File: src/rtl/vit_seq_322_pkg.sv
// vit322_pkg: shared (3,2,2) Viterbi code constants, sequencer state encoding and width helper
package vit322_pkg;
  localparam int N       = 3;
  localparam int K       = 2;
  localparam int M       = 2;
  localparam int NSTATES = 1 << M;
  localparam int TMR_W   = 3;
  typedef enum logic [2:0] {
    ST_IDLE,
    ST_LOAD,
    ST_ACS,
    ST_WAIT,
    ST_TB,
    ST_TBWAIT,
    ST_DONE
  } seq_state_e;
  function automatic int step_w(input int frame_len);
    return $clog2(frame_len + 1);
  endfunction
endpackage

File: src/rtl/vit_seq_322_if.sv
// vit_seq_322_if: received-symbol valid/ready channel into the sequencer
interface vit_seq_322_if;
  logic [2:0] sym_in;
  logic       sym_valid;
  logic       sof;
  logic       sym_ready;
  modport master (output sym_in, output sym_valid, output sof, input sym_ready);
  modport slave  (input sym_in, input sym_valid, input sof, output sym_ready);
endinterface

File: src/rtl/vit_step_timer_322.sv
// vit_step_timer_322: trellis step counter and per-step ACS cycle timer
module vit_step_timer_322
  import vit322_pkg::*;
#(
  parameter int FRAME_LEN  = 64,
  parameter int ACS_CYCLES = 1,
  localparam int STEP_W    = step_w(FRAME_LEN)
) (
  input  logic              clock,
  input  logic              reset,
  input  logic              clr,
  input  logic              inc,
  input  logic              load,
  input  logic              run,
  output logic [STEP_W-1:0] step_cnt,
  output logic              last,
  output logic              zero
);
  logic [STEP_W-1:0] step_q, step_d;
  logic [TMR_W-1:0]  tmr_q, tmr_d;
  always_comb begin
    step_d = clr ? '0 : inc ? step_q + 1'b1 : step_q;
    tmr_d  = load ? TMR_W'(ACS_CYCLES - 1) : (run && tmr_q != '0) ? tmr_q - 1'b1 : tmr_q;
  end
  always_ff @(posedge clock or posedge reset) begin
    if (reset) begin
      step_q <= '0;
      tmr_q  <= '0;
    end else begin
      step_q <= step_d;
      tmr_q  <= tmr_d;
    end
  end
  assign step_cnt = step_q;
  assign last     = step_q == STEP_W'(FRAME_LEN - 1);
  assign zero     = tmr_q == '0;
endmodule

File: src/rtl/vit_seq_322.sv
// vit_seq_322: sequences symbol load, ACS steps and traceback handoff for one frame
module vit_seq_322
  import vit322_pkg::*;
#(
  parameter int FRAME_LEN  = 64,
  parameter int ACS_CYCLES = 1,
  localparam int STEP_W    = step_w(FRAME_LEN)
) (
  input  logic              clock,
  input  logic              reset,
  vit_seq_322_if.slave      sym_if,
  output logic [2:0]        Rx,
  output logic              le,
  output logic              acs_en,
  output logic              acs_first,
  output logic [STEP_W-1:0] step_cnt,
  output logic              tb_start,
  input  logic              tb_done,
  output logic              busy,
  output logic              frame_done,
  output logic              err_sof
);
  seq_state_e state_q, state_d;
  logic [2:0] rx_q, rx_d;
  logic       err_q, err_d;
  logic       hs, clr, inc, last, zero;
  vit_step_timer_322 #(
    .FRAME_LEN (FRAME_LEN),
    .ACS_CYCLES(ACS_CYCLES)
  ) u_timer (
    .clock   (clock),
    .reset   (reset),
    .clr     (clr),
    .inc     (inc),
    .load    (state_q == ST_LOAD),
    .run     (state_q == ST_ACS),
    .step_cnt(step_cnt),
    .last    (last),
    .zero    (zero)
  );
  // ready is forced low while reset is held even though the state already reads IDLE
  assign sym_if.sym_ready = ~reset & (state_q == ST_IDLE || state_q == ST_WAIT);
  always_comb begin
    hs      = sym_if.sym_valid & sym_if.sym_ready;
    state_d = state_q;
    rx_d    = rx_q;
    err_d   = 1'b0;
    clr     = 1'b0;
    inc     = 1'b0;
    case (state_q)
      ST_IDLE: if (hs) begin
        err_d   = ~sym_if.sof;
        clr     = sym_if.sof;
        rx_d    = sym_if.sof ? sym_if.sym_in : rx_q;
        state_d = sym_if.sof ? ST_LOAD : ST_IDLE;
      end
      ST_LOAD: state_d = ST_ACS;
      ST_ACS: if (zero) begin
        inc     = ~last;
        state_d = last ? ST_TB : ST_WAIT;
      end
      ST_WAIT: if (hs) begin
        err_d   = sym_if.sof;
        clr     = sym_if.sof;
        rx_d    = sym_if.sym_in;
        state_d = ST_LOAD;
      end
      ST_TB:     state_d = ST_TBWAIT;
      ST_TBWAIT: state_d = tb_done ? ST_DONE : ST_TBWAIT;
      ST_DONE:   state_d = ST_IDLE;
      default:   state_d = ST_IDLE;
    endcase
  end
  always_ff @(posedge clock or posedge reset) begin
    if (reset) begin
      state_q <= ST_IDLE;
      rx_q    <= '0;
      err_q   <= 1'b0;
    end else begin
      state_q <= state_d;
      rx_q    <= rx_d;
      err_q   <= err_d;
    end
  end
  assign Rx         = rx_q;
  assign le         = state_q == ST_LOAD;
  assign acs_en     = state_q == ST_ACS;
  assign acs_first  = acs_en && step_cnt == '0;
  assign tb_start   = state_q == ST_TB;
  assign busy       = state_q != ST_IDLE;
  assign frame_done = state_q == ST_DONE;
  assign err_sof    = err_q;
endmodule

File: src/flat_wrapper.sv
// flat-port wrapper written by rule: the top's interface ports become plain ports
module vit_seq_322_flat import vit322_pkg::*;
#(
  parameter int FRAME_LEN  = 64,
  parameter int ACS_CYCLES = 1,
  localparam int STEP_W    = step_w(FRAME_LEN)
)
  (clock, reset, Rx, le, acs_en, acs_first, step_cnt, tb_start, tb_done, busy, frame_done, err_sof, sym_if_sym_in, sym_if_sym_valid, sym_if_sof, sym_if_sym_ready);
  vit_seq_322_if sym_if_i ();
  input  logic clock;
  input  logic reset;
  output logic [2:0] Rx;
  output logic le;
  output logic acs_en;
  output logic acs_first;
  output logic [STEP_W-1:0] step_cnt;
  output logic tb_start;
  input  logic tb_done;
  output logic busy;
  output logic frame_done;
  output logic err_sof;
  input wire logic [$bits(sym_if_i.sym_in)-1:0] sym_if_sym_in;
  input wire logic [$bits(sym_if_i.sym_valid)-1:0] sym_if_sym_valid;
  input wire logic [$bits(sym_if_i.sof)-1:0] sym_if_sof;
  output wire logic [$bits(sym_if_i.sym_ready)-1:0] sym_if_sym_ready;
  assign sym_if_i.sym_in = sym_if_sym_in;
  assign sym_if_i.sym_valid = sym_if_sym_valid;
  assign sym_if_i.sof = sym_if_sof;
  assign sym_if_sym_ready = sym_if_i.sym_ready;
  vit_seq_322 #(.FRAME_LEN(FRAME_LEN), .ACS_CYCLES(ACS_CYCLES)) u_core (.clock(clock), .reset(reset), .sym_if(sym_if_i), .Rx(Rx), .le(le), .acs_en(acs_en), .acs_first(acs_first), .step_cnt(step_cnt), .tb_start(tb_start), .tb_done(tb_done), .busy(busy), .frame_done(frame_done), .err_sof(err_sof));
endmodule
File: config.mk
export PLATFORM = sky130hd
export DESIGN_NAME = vit_seq_322_flat
export DESIGN_NICKNAME = d
export VERILOG_FILES = /design/src/rtl/vit_seq_322_pkg.sv /design/src/rtl/vit_seq_322_if.sv /design/src/rtl/vit_step_timer_322.sv /design/src/rtl/vit_seq_322.sv /design/src/flat_wrapper.sv
export SDC_FILE = /design/constraint.sdc
export NUM_CORES = 1
export LEC_CHECK = 0
export ABC_AREA = 0
export BUFFER_PORTS_ARGS = -buffer_cell sky130_fd_sc_hd__buf_2
export CAP_MARGIN = 20
export CORE_MARGIN = 3
export CORE_UTILIZATION = 46
export DETAILED_ROUTE_END_ITERATION = 8
export PLACE_DENSITY = 0.77
export SYNTH_ARGS = -nofsm -noshare
export SYNTH_HDL_FRONTEND = slang
export SYNTH_HIERARCHICAL = 1
export SYNTH_SLANG_ARGS = --single-unit
File: constraint.sdc
create_clock -name clock -period 2 [get_ports clock]
set_input_delay 0.3 -clock clock [delete_from_list [all_inputs] [get_ports clock]]
set_output_delay 0.3 -clock clock [all_outputs]
set_load 0.02 [all_outputs]
==> impl_metrics.tcl <==
set metrics [dict create \
    grt_use_met1_pct 21.1 \
    critPathArrivalTime_ns 1.58 \
    layout-drive-gt1-share_pct 32.9 \
    hold_path_class "input port to register" \
    whs_ns 0.324 \
    yosysMostFrequentCell "dfrtp_1" \
    async_reset_ff_share_pct 100 \
    ys_types 35 \
    cp_data_required_time_ns 1.70 \
    clock_sinks 17 \
    p_total_mw 1.69 \
    yosysTopAreaCellShare_pct 42.0 \
    cts_tree "done" \
    layout_min_cycle_time_ns 1.88 \
    via_per_inst 5.51 \
    setup_tns_ns 0 \
    worstSetupPathType "register to primary output" \
    ys_top_cells_by_count "dfrtp_1 (17), inv_1 (9), nor2_1 (9)" \
    grtUsageTotal_pct 17.8 \
    dp_cells 162 \
    tightest_slew_ns 0.436 \
    synth_warnings 6 \
    grt_pass1_vias 822 \
    crit_fanout 4 \
    cp-end-kind "primary output" \
    relSlewSlack_pct 70.7 \
    grt_overflow 0 \
    fin_cells 167 \
    core_area_sq_mm 0.00202 \
    max_freq_mhz 531 \
    grt_setup_unrepaired "no" \
    firstDrtPassIters 4 \
    grt_max_degree 12 \
    finish.utilization_pct 62.1 \
    setup_viol 0 \
    netlist_area_sq_mm 0.00101 \
    synth_ff_type "dfrtp_1" \
    die_area_sq_mm 0.00280 \
    io_pins 26 \
    grt_pass1_wl_um 3550 \
    nNetsFinal 152 \
    cts_max_level 1 \
    ys_seq_area_share_pct 42.0 \
    powerDensity_mw_per_mm2 1350 \
    cts_buffer_depth 2 \
    clockRootBuffer "clkbuf_4" \
    die_w_um 52.9 \
    synth_cells 108 \
    gp_congestion 0.823 \
    clk_latency_ns 0.29 \
    initial_core_util_pct 50.1 \
    clock_skew_ns 0.00632 \
    ys_top_cells_by_area "dfrtp_1 (42%), o22a_1 (5.2%), ha_1 (3.7%)" \
    hold_viol_final 0 \
    routedWlPerCell_um 13.5 \
    busiest_layer "met2" \
    p_leak_nw 0.617 \
    drv_slew 0 \
    n_antenna_cell 0 \
    yosys.area.top_type "dfrtp_1" \
    cts_setup_buffers 0 \
    ys_ff_latch 17 \
    drc 0 \
    antenna_found_initial 0 \
    synth_fp_nets 119 \
    io_buffers 25 \
    cap_violations 0 \
    ant_nets 0 \
    wl_um 2260 \
    cts_made_buffers 3 \
    fill_cells 180 \
    fin_crit_sh_pct 94.2 \
    start_kind "register" \
    synth-edff-count 0 \
    synthToLayoutAreaGrowth_pct 24.0 \
    drt_iter0_markers 16 \
    die_h_um 52.9 \
    rows 16 \
    peakVddDrop_uv 885 \
    status "completed" \
    hpwl_um 1720 \
    globalRouteMet2Util_pct 30.8 \
    avgSynthCellArea_sq_um 9.37 \
    cts.clk_slew.worst_paths_ns 0.11 \
    vias 920 \
    grt_use_met3_pct 3.66 \
]
## final cells by class
cell class              count  area [sq um]  share of cell area (%)
multi-input cells          77           547                    43.6
flip-flops and latches     17           425                    33.9
well taps                  27          33.8                    2.69
clock inverters             1          5.00                   0.399
inverters                   9          33.8                    2.69
clock buffers               3          22.5                    1.79
repair buffers             33           188                    15.0
## report_power, final
group | internal, mW | total (mW) | leakage (nW) | switching, mW
combinational | 0.404 | 0.967 | 0.376 | 0.563
clock | 0.0744 | 0.188 | 0.0177 | 0.114
sequential | 0.447 | 0.538 | 0.223 | 0.0916
total | 0.925 | 1.69 | 0.617 | 0.768
## cell usage in the layout, fill, tap and decap left out, drive strengths merged
master	count
nor2b	2
a22o	1
nor2	9
nor3b	5
nand3	3
xor2	4
a311oi	1
buf	32
inv	9
or3	2
o22ai	1
clkinv	1
dfrtp	17
nand2b	1
o21ai	3
dlygate4sd3	1
and3	2
ha	3
o22a	6
nand4	3
clkbuf	3
mux2i	3
nor3	6
a21o	1
a21oi	5
o221ai	1
a22oi	1
xnor2	1
nor4	2
nand2	7
or3b	1
and2	2
o211ai	1
## what timing repair did
action                     4_1_cts  5_1_grt
setup endpoints to repair        1        3
gates resized for setup          1        6
hold buffers                     1        0
cloned                           0        0
hold endpoints to repair         7        0
pin swaps                        0        0
## flip-flops by register name (all words and copies together), names as in the netlist
register and count:
u_core/Rx 3, u_core/err_sof 1, u_core/state_q 3, u_core/u_timer/step_cnt 7, u_core/u_timer/tmr_q 3
## kinds of logic after synthesis
logic type / count (synthesis) / share of synthesized area [%]
and+or+nand+nor: 45 / 25.5
AOI/OAI and AO/OA: 21 / 14.6
DFF: 17 / 42.0
buffers and inverters: 14 / 6.92
xor gates and xnor gates: 5 / 4.33
muxes: 3 / 2.97
adders and majority gates: 3 / 3.71
## worst paths after layout
check,from,endpoint,slack [ns],cells past startpoint
worst max-delay path,u_core/u_timer/step_cnt[1]$_DFFE_PP0P_,acs_first,0.12,5
worst min-delay path,sym_if_sof,u_core/err_sof$_DFF_PP0_,0.32,3
worst max register to register,u_core/u_timer/tmr_q[0]$_DFFE_PP0P_,u_core/u_timer/step_cnt[5]$_DFFE_PP0P_,0.13,8
worst min register to register,u_core/Rx[1]$_DFFE_PP0P_,u_core/Rx[1]$_DFFE_PP0P_,0.54,1
max in group asynchronous,reset,u_core/u_timer/tmr_q[0]$_DFFE_PP0P_,1.14,3
min in group asynchronous,reset,u_core/Rx[2]$_DFFE_PP0P_,0.51,3
## routing by layer
| layer | part of all wire [%] | wire length, um |
|---|---|---|
| met1 | 43 | 965 |
| met2 | 51 | 1150 |
| met3 | 5.6 | 127 |
| met4 | 0.84 | 19 |
| met5 | 0 | 0 |
## critical path, stage by stage (launching register included)
cell	delay, ns
dfrtp_1	0.40
buf_4	0.15
nor4_2	0.28
nand2_1	0.09
nor4_1	0.16
buf_2	0.21
## stage by stage
step                cell area (sq um)  worst slack [ns]
floorplan                        1020            0.0144
global route                     1250           0.00197
detailed placement               1190           0.00564
finish                           1250             0.117
CTS                              1230            0.0267
global placement                 1190             0.138
(Power assumes the default switching activity.)
